==> config.mk <==
export PLATFORM = sky130hd
export DESIGN_NAME = dist_ram_dp_cfg
export DESIGN_NICKNAME = d
export VERILOG_FILES = /design/src/rtl/dist_ram_pkg.sv /design/src/rtl/dist_ram_core.sv /design/src/rtl/dist_ram_dp_cfg.sv
export SDC_FILE = /design/constraint.sdc
export NUM_CORES = 1
export LEC_CHECK = 0
export ABC_CLOCK_PERIOD_IN_PS = 2800
export BUFFER_PORTS_ARGS = -buffer_cell sky130_fd_sc_hd__buf_2
export CORE_MARGIN = 10
export CORE_UTILIZATION = 39
export DETAILED_ROUTE_END_ITERATION = 8
export PLACE_DENSITY = 0.64
export SLEW_MARGIN = 20
export SYNTH_ARGS = -nofsm -noshare
export SYNTH_HDL_FRONTEND = slang
export SYNTH_HIERARCHICAL = 1
export SYNTH_SLANG_ARGS = --single-unit
==> constraint.sdc <==
create_clock -name clk -period 2.8 [get_ports clk]
set_clock_uncertainty 0.15 [all_clocks]
set_input_delay 0.56 -clock clk [delete_from_list [all_inputs] [get_ports clk]]
set_output_delay 0.56 -clock clk [all_outputs]
set_load 0.005 [all_outputs]
==> src/rtl/dist_ram_pkg.sv <==
// Shared types and helpers for the configurable
// dual-port distributed RAM.
package dist_ram_pkg;

  typedef enum logic {
    WRITE_FIRST = 1'b0,
    READ_FIRST  = 1'b1
  } coll_mode_e;

  typedef enum logic {
    CLEAR,
    READY
  } clr_state_e;

  localparam int MRG_W = 1024;

  // Take nw where msk is set, od elsewhere
  function automatic logic [MRG_W-1:0] be_merge(
    input logic [MRG_W-1:0] nw,
    input logic [MRG_W-1:0] od,
    input logic [MRG_W-1:0] msk
  );
    return (nw & msk) | (od & ~msk);
  endfunction

endpackage

==> src/rtl/dist_ram_core.sv <==
// Bare distributed array: byte-enabled
// synchronous write, asynchronous read.
module dist_ram_core #(
  parameter int DATA_W = 32,
  parameter int BYTE_W = 8,
  parameter int DEPTH  = 16,
  parameter int ADDR_W = $clog2(DEPTH),
  parameter int BE_W   = DATA_W / BYTE_W
) (
  input  logic              clk,
  input  logic              i_we,
  input  logic [BE_W-1:0]   i_be,
  input  logic [ADDR_W-1:0] i_addr,
  input  logic [DATA_W-1:0] i_wdata,
  input  logic [ADDR_W-1:0] i_raddr,
  output logic [DATA_W-1:0] o_rdata
);

  (* ram_style = "distributed" *)
  logic [DATA_W-1:0] r_mem [DEPTH];

  // Lane-masked write into the array
  always_ff @(posedge clk) begin
    if (i_we) begin
      for (int k = 0; k < BE_W; k++) begin
        if (i_be[k]) begin
          r_mem[i_addr][k*BYTE_W +: BYTE_W] <=
            i_wdata[k*BYTE_W +: BYTE_W];
        end
      end
    end
  end

  assign o_rdata = r_mem[i_raddr];

endmodule

==> src/rtl/dist_ram_dp_cfg.sv <==
// Simple dual-port distributed RAM with byte
// enables, read latency/collision options, clear.
module dist_ram_dp_cfg
  import dist_ram_pkg::*;
#(
  parameter int DATA_W     = 32,
  parameter int BYTE_W     = 8,
  parameter int DEPTH      = 16,
  parameter int RD_LAT     = 1,
  parameter int COLL_MODE  = 0,
  parameter int CLR_ON_RST = 1,
  parameter int ADDR_W     = $clog2(DEPTH),
  parameter int BE_W       = DATA_W / BYTE_W
) (
  input  logic              clk,
  input  logic              rstn,
  input  logic              i_ramen,
  input  logic              i_wren,
  input  logic [BE_W-1:0]   i_wbe,
  input  logic [ADDR_W-1:0] i_waddr,
  input  logic [DATA_W-1:0] i_wdata,
  input  logic              i_rden,
  input  logic [ADDR_W-1:0] i_raddr,
  output logic [DATA_W-1:0] o_rdata,
  output logic              o_rvalid,
  output logic              o_busy
);

  localparam coll_mode_e CM =
    coll_mode_e'(COLL_MODE[0]);
  localparam logic [ADDR_W:0] DEPTH_V =
    (ADDR_W+1)'(DEPTH);
  localparam logic [ADDR_W-1:0] LAST_A =
    ADDR_W'(DEPTH-1);
  localparam clr_state_e RST_ST =
    (CLR_ON_RST != 0) ? CLEAR : READY;

  clr_state_e        r_state;
  logic [ADDR_W-1:0] r_cnt;

  logic              w_busy;
  logic              w_wa_in;
  logic              w_ra_in;
  logic              w_wr_acc;
  logic              w_rd_acc;
  logic              w_coll;
  logic [DATA_W-1:0] w_bmask;
  logic              w_c_we;
  logic [ADDR_W-1:0] w_c_addr;
  logic [BE_W-1:0]   w_c_be;
  logic [DATA_W-1:0] w_c_wd;
  logic [DATA_W-1:0] w_c_rd;
  logic [DATA_W-1:0] w_old;
  logic [DATA_W-1:0] w_new;
  logic [DATA_W-1:0] w_rd_word;

  // Clear sequencer: zero one word per cycle
  always_ff @(posedge clk or negedge rstn) begin
    if (!rstn) begin
      r_state <= RST_ST;
      r_cnt   <= '0;
    end else if (r_state == CLEAR) begin
      if (r_cnt == LAST_A) r_state <= READY;
      r_cnt <= r_cnt + 1'b1;
    end
  end

  assign w_busy  = (r_state == CLEAR);
  assign o_busy  = w_busy;

  assign w_wa_in = ({1'b0, i_waddr} < DEPTH_V);
  assign w_ra_in = ({1'b0, i_raddr} < DEPTH_V);

  assign w_wr_acc = rstn & i_ramen & i_wren
                  & ~w_busy & w_wa_in;
  assign w_rd_acc = rstn & i_ramen & i_rden
                  & ~w_busy;

  for (genvar k = 0; k < BE_W; k++) begin : g_msk
    assign w_bmask[k*BYTE_W +: BYTE_W] =
      {BYTE_W{i_wbe[k]}};
  end

  assign w_c_we   = w_busy | w_wr_acc;
  assign w_c_addr = w_busy ? r_cnt : i_waddr;
  assign w_c_be   = w_busy ? {BE_W{1'b1}} : i_wbe;
  assign w_c_wd   = w_busy ? '0 : i_wdata;

  dist_ram_core #(
    .DATA_W (DATA_W),
    .BYTE_W (BYTE_W),
    .DEPTH  (DEPTH),
    .ADDR_W (ADDR_W),
    .BE_W   (BE_W)
  ) u_core (
    .clk     (clk),
    .i_we    (w_c_we),
    .i_be    (w_c_be),
    .i_addr  (w_c_addr),
    .i_wdata (w_c_wd),
    .i_raddr (i_raddr),
    .o_rdata (w_c_rd)
  );

  assign w_old  = w_ra_in ? w_c_rd : '0;
  assign w_coll = w_rd_acc & w_wr_acc
                & (i_waddr == i_raddr);
  assign w_new  = DATA_W'(be_merge(
                    MRG_W'(i_wdata),
                    MRG_W'(w_old),
                    MRG_W'(w_bmask)));

  assign w_rd_word =
    (w_coll && CM == WRITE_FIRST) ? w_new : w_old;

  if (RD_LAT == 0) begin : g_async
    assign o_rdata  = w_rd_acc ? w_rd_word : '0;
    assign o_rvalid = w_rd_acc;
  end else begin : g_reg
    logic [DATA_W-1:0] r_rdata;
    logic              r_rvalid;

    // Output stage; data holds between reads
    always_ff @(posedge clk or negedge rstn) begin
      if (!rstn) begin
        r_rdata  <= '0;
        r_rvalid <= 1'b0;
      end else begin
        r_rvalid <= w_rd_acc;
        if (w_rd_acc) r_rdata <= w_rd_word;
      end
    end

    assign o_rdata  = r_rdata;
    assign o_rvalid = r_rvalid;
  end

endmodule

==> results of run 1 <==
## cells in the final DEF (no fill, tap or decap), types with 4 or more instances in the layout
cell	n
and2_1	33
mux2_2	5
nand2b_1	4
bufinv_16	9
buf_2	80
nand2_1	48
clkinv_1	12
clkbuf_1	4
o21ai_0	32
edfxtp_1	512
a22oi_1	64
nor2b_1	4
buf_12	12
a31oi_1	32
mux4_2	128
buf_4	84
clkinvlp_4	7
nand3_1	13
clkinv_2	12
dfrtp_1	37
xnor2_1	5
nor2_1	98
nand4_1	34
clkbuf_16	53
## cell type report
| type | count | area (um2) |
|---|---|---|
| clock inverter | 40 | 427.9 |
| antenna | 1 | 2.502 |
| sequential | 550 | 16330 |
| tap | 748 | 935.9 |
| clock buffer | 57 | 1341 |
| fill | 4666 | 29860 |
| inverter | 1 | 3.754 |
| timing repair buffer | 179 | 1306 |
| multi-input combinational | 509 | 5000 |
## layer usage
layer / vias to the layer above / routed length [um]
met3: 78 / 4611
met4: 0 / 1015
met2: 537 / 22610
met5: - / 0
met1: 6022 / 23150
li1: 4944 / -
## report_power, final
part / internal [uW] / switching [uW]
clock network: 4290 / 3040
logic: 426 / 651
registers: 9080 / 69.3
## through the flow
stage	instances	power [uW]	hold WS, ns
2_1_floorplan	1134	9930	0.1144
3_3_place_gp	1986	10370	0.3404
3_5_place_dp	1986	10400	0.3419
4_1_cts	2084	17670	0.05954
5_1_grt	2084	18120	0.08718
6_report	2085	17550	0.09263
## registers in the layout (all words and copies together) (netlist names)
| signal | flops |
|---|---|
| o_rvalid | 1 |
| r_cnt | 4 |
| o_rdata | 32 |
| r_state | 1 |
| u_core/r_mem | 512 |
## cell families after synthesis
| kind of cell | Yosys count | share of synthesized area |
|---|---|---|
| compound gates | 128 | 0.03865 |
| xor+xnor | 7 | 0.003508 |
| buf+inv | 75 | 0.02007 |
| simple gates | 240 | 0.05159 |
| flops | 550 | 0.7505 |
| mux | 133 | 0.1351 |
| fa+ha+maj | 1 | 0.0005751 |
## worst max-delay path: stages (launching register included)
cell and delay [ns]:
dfrtp_2 0.52, buf_4 0.29, nand2_1 0.30, nand2_1 0.27
nor2_1 0.63
## timing repair
item / 4_1_cts / 5_1_grt
hold buffers: 1 / 0
gates resized for setup: 0 / 0
hold endpoints to repair: 38 / 0
## final timing paths
kind | from | endpoint | slack [ns] | depth (start not counted)
worst max-delay path | r_state | u_core/r_mem[0][19] | 0.26 | 4
worst min-delay path | i_wdata[23] | o_rdata[23] | 0.09 | 3
worst max register to register | r_state | u_core/r_mem[0][19] | 0.26 | 4
worst min register to register | r_cnt[3] | r_cnt[3] | 0.35 | 1
max in group asynchronous | rstn | r_state | 1.53 | 3
min in group asynchronous | rstn | o_rdata[16] | 0.50 | 3
==> impl_metrics.py, run 1 <==
metrics = {
    "routing": {
        "first_pass_iters": 5,
        "drc_errors": 0,
        "wirelength_um": 51390,
        "ant_nets": 0,
        "wl_per_cell_um": 24.65,
        "vias": 11581,
        "drt-vias-per-instance": 5.554,
        "drt_iter0_drc": 1406,
    },
    "floorplanning": {
        "die_w_um": 256.2,
        "die_area_um2": 65630,
        "rows": 86,
        "die_h_um": 256.2,
        "io_pins": 83,
        "initial_core_util": 0.3941,
        "core-area_um2": 55200,
    },
    "placed_design": {
        "hpwl_um": 33000,
        "dp_slack_ns": 0.1024,
        "gp_congestion": 0.8062,
        "io_buffers": 82,
        "dpl-instance-area_um2": 23560,
    },
    "timing": {
        "worstMarginPinSlew_ns": 0.8310,
        "setup_viol": 0,
        "hold_viol": 0,
        "fin_ws_ns": 0.2593,
        "rsz0062_at_grt": "false",
        "relSlewSlack": 0.4440,
        "fin_crit_ns": 2.541,
        "drv_slew": 0,
        "fin_crit_sh": 0.9074,
        "clock.fmax_mhz": 393.6,
        "fin_setup_tns_ns": 0,
    },
    "global_route": {
        "use_met2": 0.2264,
        "top_usage_layer": "met1",
        "grt_max_degree": 66,
        "grt_overflow_total": 0,
        "antenna_found_initial": 1,
        "gr-usage-met3": 0.03516,
        "grt_use_met1": 0.2298,
        "grt_pass1_vias": 11951,
        "grt_usage": 0.1559,
        "grt_pass1_wl_um": 78120,
    },
    "clocking": {
        "cts_buffers": 53,
        "clk_path_buf_depth": 3,
        "clock_latency_ns": 0.59,
        "path_clk_slew_ns": 0.07,
        "post_cts_buffers": 0,
        "root_buffer": "clkbuf_16",
        "tritoncts": "yes",
        "cts_sinks": 550,
        "h-tree-depth": 2,
    },
    "worst_setup_path": {
        "crit_type": "reg -> reg",
        "end_kind": "flop",
        "start_kind": "flop",
        "worstPathArrival_ns": 2.61,
        "worst-endpoint-required_ns": 2.87,
        "worstPathMaxFanout": 26,
    },
    "power_and_ir_drop": {
        "ir_worst_vdd_v": 0.0004715,
        "p_leak_uw": 0.008239,
        "power_density_nw_per_um2": 692.4,
    },
    "logic_synthesis": {
        "synth_fp_nets": 1184,
        "synthMostInstantiatedCell": "edfxtp_1",
        "ys_types": 27,
        "ys_seq_elements": 550,
        "async_reset_ff_frac": 0.06909,
        "syn-mean-instance-area_um2": 19.18,
        "synthesis.area_um2": 21750,
        "syn_inst": 1134,
        "synth_ff_type": "edfxtp_1",
        "ys_top_cells_by_area": "edfxtp_1 (71%), mux4_2 (13%), dfrtp_1 (4.4%)",
        "synth_top_area_frac": 0.7068,
        "synthTopCellsByCount": "edfxtp_1 (512), mux4_2 (128), nor2_1 (99)",
        "yosysTopAreaCell": "edfxtp_1",
        "synth_edf_count": 512,
        "ys.warnings.count": 6,
        "ys_seq_area_frac": 0.7505,
    },
    "cells_and_area": {
        "area_delta_synth_final_pct": 16.51,
        "finalCoreUtilization": 0.4591,
        "stdcell_area_um2": 25340,
        "drive_gt1_frac": 0.2994,
        "nNetsFinal": 1344,
    },
    "min_path": {
        "min_path_type": "in -> reg",
    },
    "flow_run": {
        "maxCapViolations": 0,
    },
    "status": {
        "status": "complete, no violations",
    },
}
Note: power is estimated with default switching activity, not from simulation.
==> run 2, diff against run 1 <==
--- a/config.mk
+++ b/config.mk
@@ -5,10 +5,11 @@
 export SDC_FILE = /design/constraint.sdc
 export NUM_CORES = 1
 export LEC_CHECK = 0
-export ABC_CLOCK_PERIOD_IN_PS = 2800
+export ABC_CLOCK_PERIOD_IN_PS = 3000
 export BUFFER_PORTS_ARGS = -buffer_cell sky130_fd_sc_hd__buf_2
 export CORE_MARGIN = 10
 export CORE_UTILIZATION = 39
+export CTS_BUF_LIST = sky130_fd_sc_hd__clkbuf_8
 export DETAILED_ROUTE_END_ITERATION = 8
 export PLACE_DENSITY = 0.64
 export SLEW_MARGIN = 20
==> constraint.sdc (replaced) <==
create_clock -name clk -period 3 [get_ports clk]
set_clock_uncertainty 0.15 [all_clocks]
set_input_delay 0.6 -clock clk [delete_from_list [all_inputs] [get_ports clk]]
set_output_delay 0.6 -clock clk [all_outputs]
set_load 0.005 [all_outputs]
==> impl_metrics.py, run 2 (synthesized netlist as in run 1, its figures left out) <==
metrics = {
    "cells_and_area": {
        "antennaDiodeCount": 0,
        "nNetsFinal": 1362,
        "regMostFlops": "u_core/r_mem",
        "area_delta_synth_final_pct": 14.59,
        "drive_gt1_frac": 0.2977,
        "layout_commonest_cell": "edfxtp_1",
        "finalCoreUtilization": 0.4516,
        "largest_reg_flops": 512,
        "final_cell_mix": "edfxtp_1 (512), mux4_2 (128), nor2_1 (98)",
    },
    "global_route": {
        "antenna_found_initial": 1,
        "grt_pass1_vias": 12159,
        "grt_overflow_total": 0,
        "grt_usage": 0.1549,
        "grt_pass1_wl_um": 77150,
        "grt_max_degree": 66,
    },
    "power_and_ir_drop": {
        "switchingPower_uw": 3447,
        "sequentialPowerShare": 0.561,
        "power_density_nw_per_um2": 609.8,
        "p_int_uw": 11750,
        "ir_worst_vdd_v": 0.0003874,
        "power_uw": 15200,
        "p_leak_uw": 0.008195,
        "comb_power_share": 0.065,
        "switching_share": 0.2267,
        "p_clk_frac": 0.374,
    },
    "status": {
        "status": "complete, no violations",
    },
    "min_path": {
        "min_path_type": "in -> reg",
        "min_from": "i_wdata[12]",
        "holdPathEnd": "o_rdata[12]",
        "hold_path_depth": 3,
    },
    "clocking": {
        "h-tree-depth": 3,
        "clock_latency_ns": 0.64,
        "path_clk_slew_ns": 0.06,
        "cts_buffers": 85,
        "root_buffer": "clkbuf_8",
        "cts_sinks": 550,
        "cts_hold_buf": 1,
        "post_cts_buffers": 0,
        "tritoncts": "yes",
        "clk_path_buf_depth": 3,
        "cts_resized": 0,
    },
    "worst_setup_path": {
        "worstPathMaxFanout": 15,
        "end_kind": "flop",
        "start_kind": "flop",
        "worst-endpoint-required_ns": 3.10,
        "r2r-start": "r_state",
        "rr_endpoint": "u_core/r_mem[0][31]",
        "reg2reg_depth": 4,
        "rrSetupSlack_ns": 0.27,
        "crit_type": "reg -> reg",
        "worstPathArrival_ns": 2.83,
        "startpoint": "r_state",
    },
    "floorplanning": {
        "io_pins": 83,
        "die_area_um2": 65630,
        "rows": 86,
        "die_w_um": 256.2,
        "initial_core_util": 0.3941,
        "die_h_um": 256.2,
        "core-area_um2": 55200,
    },
    "routing": {
        "drt_iter0_drc": 1053,
        "wirelength_um": 51120,
        "ant_nets": 0,
        "wl_per_cell_um": 24.09,
        "drt-vias-per-instance": 5.421,
        "first_pass_iters": 5,
        "vias": 11503,
        "drc_errors": 0,
    },
    "timing": {
        "clock.fmax_mhz": 366.6,
        "rsz0062_at_grt": "false",
        "fin_setup_tns_ns": 0,
        "relSlewSlack": 0.2970,
        "setup_viol": 0,
        "worstMarginPinSlew_ns": 1.051,
        "fin_ws_ns": 0.2724,
        "drv_slew": 0,
        "fin_crit_sh": 0.9092,
        "hold_viol": 0,
        "fin_crit_ns": 2.728,
    },
    "placed_design": {
        "dp_slack_ns": 0.2006,
        "gp_congestion": 0.7876,
        "io_buffers": 82,
        "hpwl_um": 32410,
    },
    "flow_run": {
        "maxCapViolations": 0,
    },
}
-- run 2: per-stage QoR --
| stage | area, um2 | std cells | hold slack [ns] |
|---|---|---|---|
| after floorplan | 21750 | 1134 | 0.1544 |
| after global placement | 23390 | 1972 | 0.3403 |
| after detailed placement | 23390 | 1972 | 0.3496 |
| after CTS | 24930 | 2122 | 0.03165 |
| after global routing | 24930 | 2122 | 0.05036 |
| final | 24930 | 2122 | 0.08697 |
-- run 2: power groups by stage --
| stage | sequential (uW) | combinational, uW | clock, uW |
|---|---|---|---|
| floorplan | 8680 | 586 | 0 |
| global placement | 8680 | 975 | 0 |
| detailed placement | 8690 | 993 | 0 |
| CTS | 8530 | 998 | 5820 |
| global route | 8530 | 1080 | 6180 |
| finish | 8530 | 987 | 5690 |
-- run 2: worst max path at each step --
stage | endpoint | slack (ns) | cells past startpoint
floorplan | u_core/r_mem[13][0] | 0.55 | 6
global placement | o_rdata[19] | 0.24 | 8
detailed placement | o_rdata[19] | 0.20 | 8
CTS | u_core/r_mem[0][24] | 0.28 | 4
global route | u_core/r_mem[0][24] | 0.13 | 4
finish | u_core/r_mem[0][31] | 0.27 | 4
-- run 2: per-layer routing --
metal	share of wire	global-route usage	up-vias
met4	0.020	0.04596	0
met3	0.091	0.05264	85
met1	0.44	0.2120	5955
met5	0	0	-
li1	-	-	4980
met2	0.45	0.2308	483
-- run 2: area by class of cell --
cell class                      count  area [um2]
Clock buffer                       92        1266
Clock inverter                     57       256.5
Fill cell                        4724       30270
Inverter                            1       3.754
Multi-Input combinational cell    509        5000
Sequential cell                   550       16330
Tap cell                          748       935.9
Timing Repair Buffer              165        1139
-- run 2: critical path: stages (launching register included) --
cell	delay (ns)
dfrtp_2	0.52
mux2_2	0.46
nor2_1	0.23
nand2_1	0.20
nor2_1	0.76
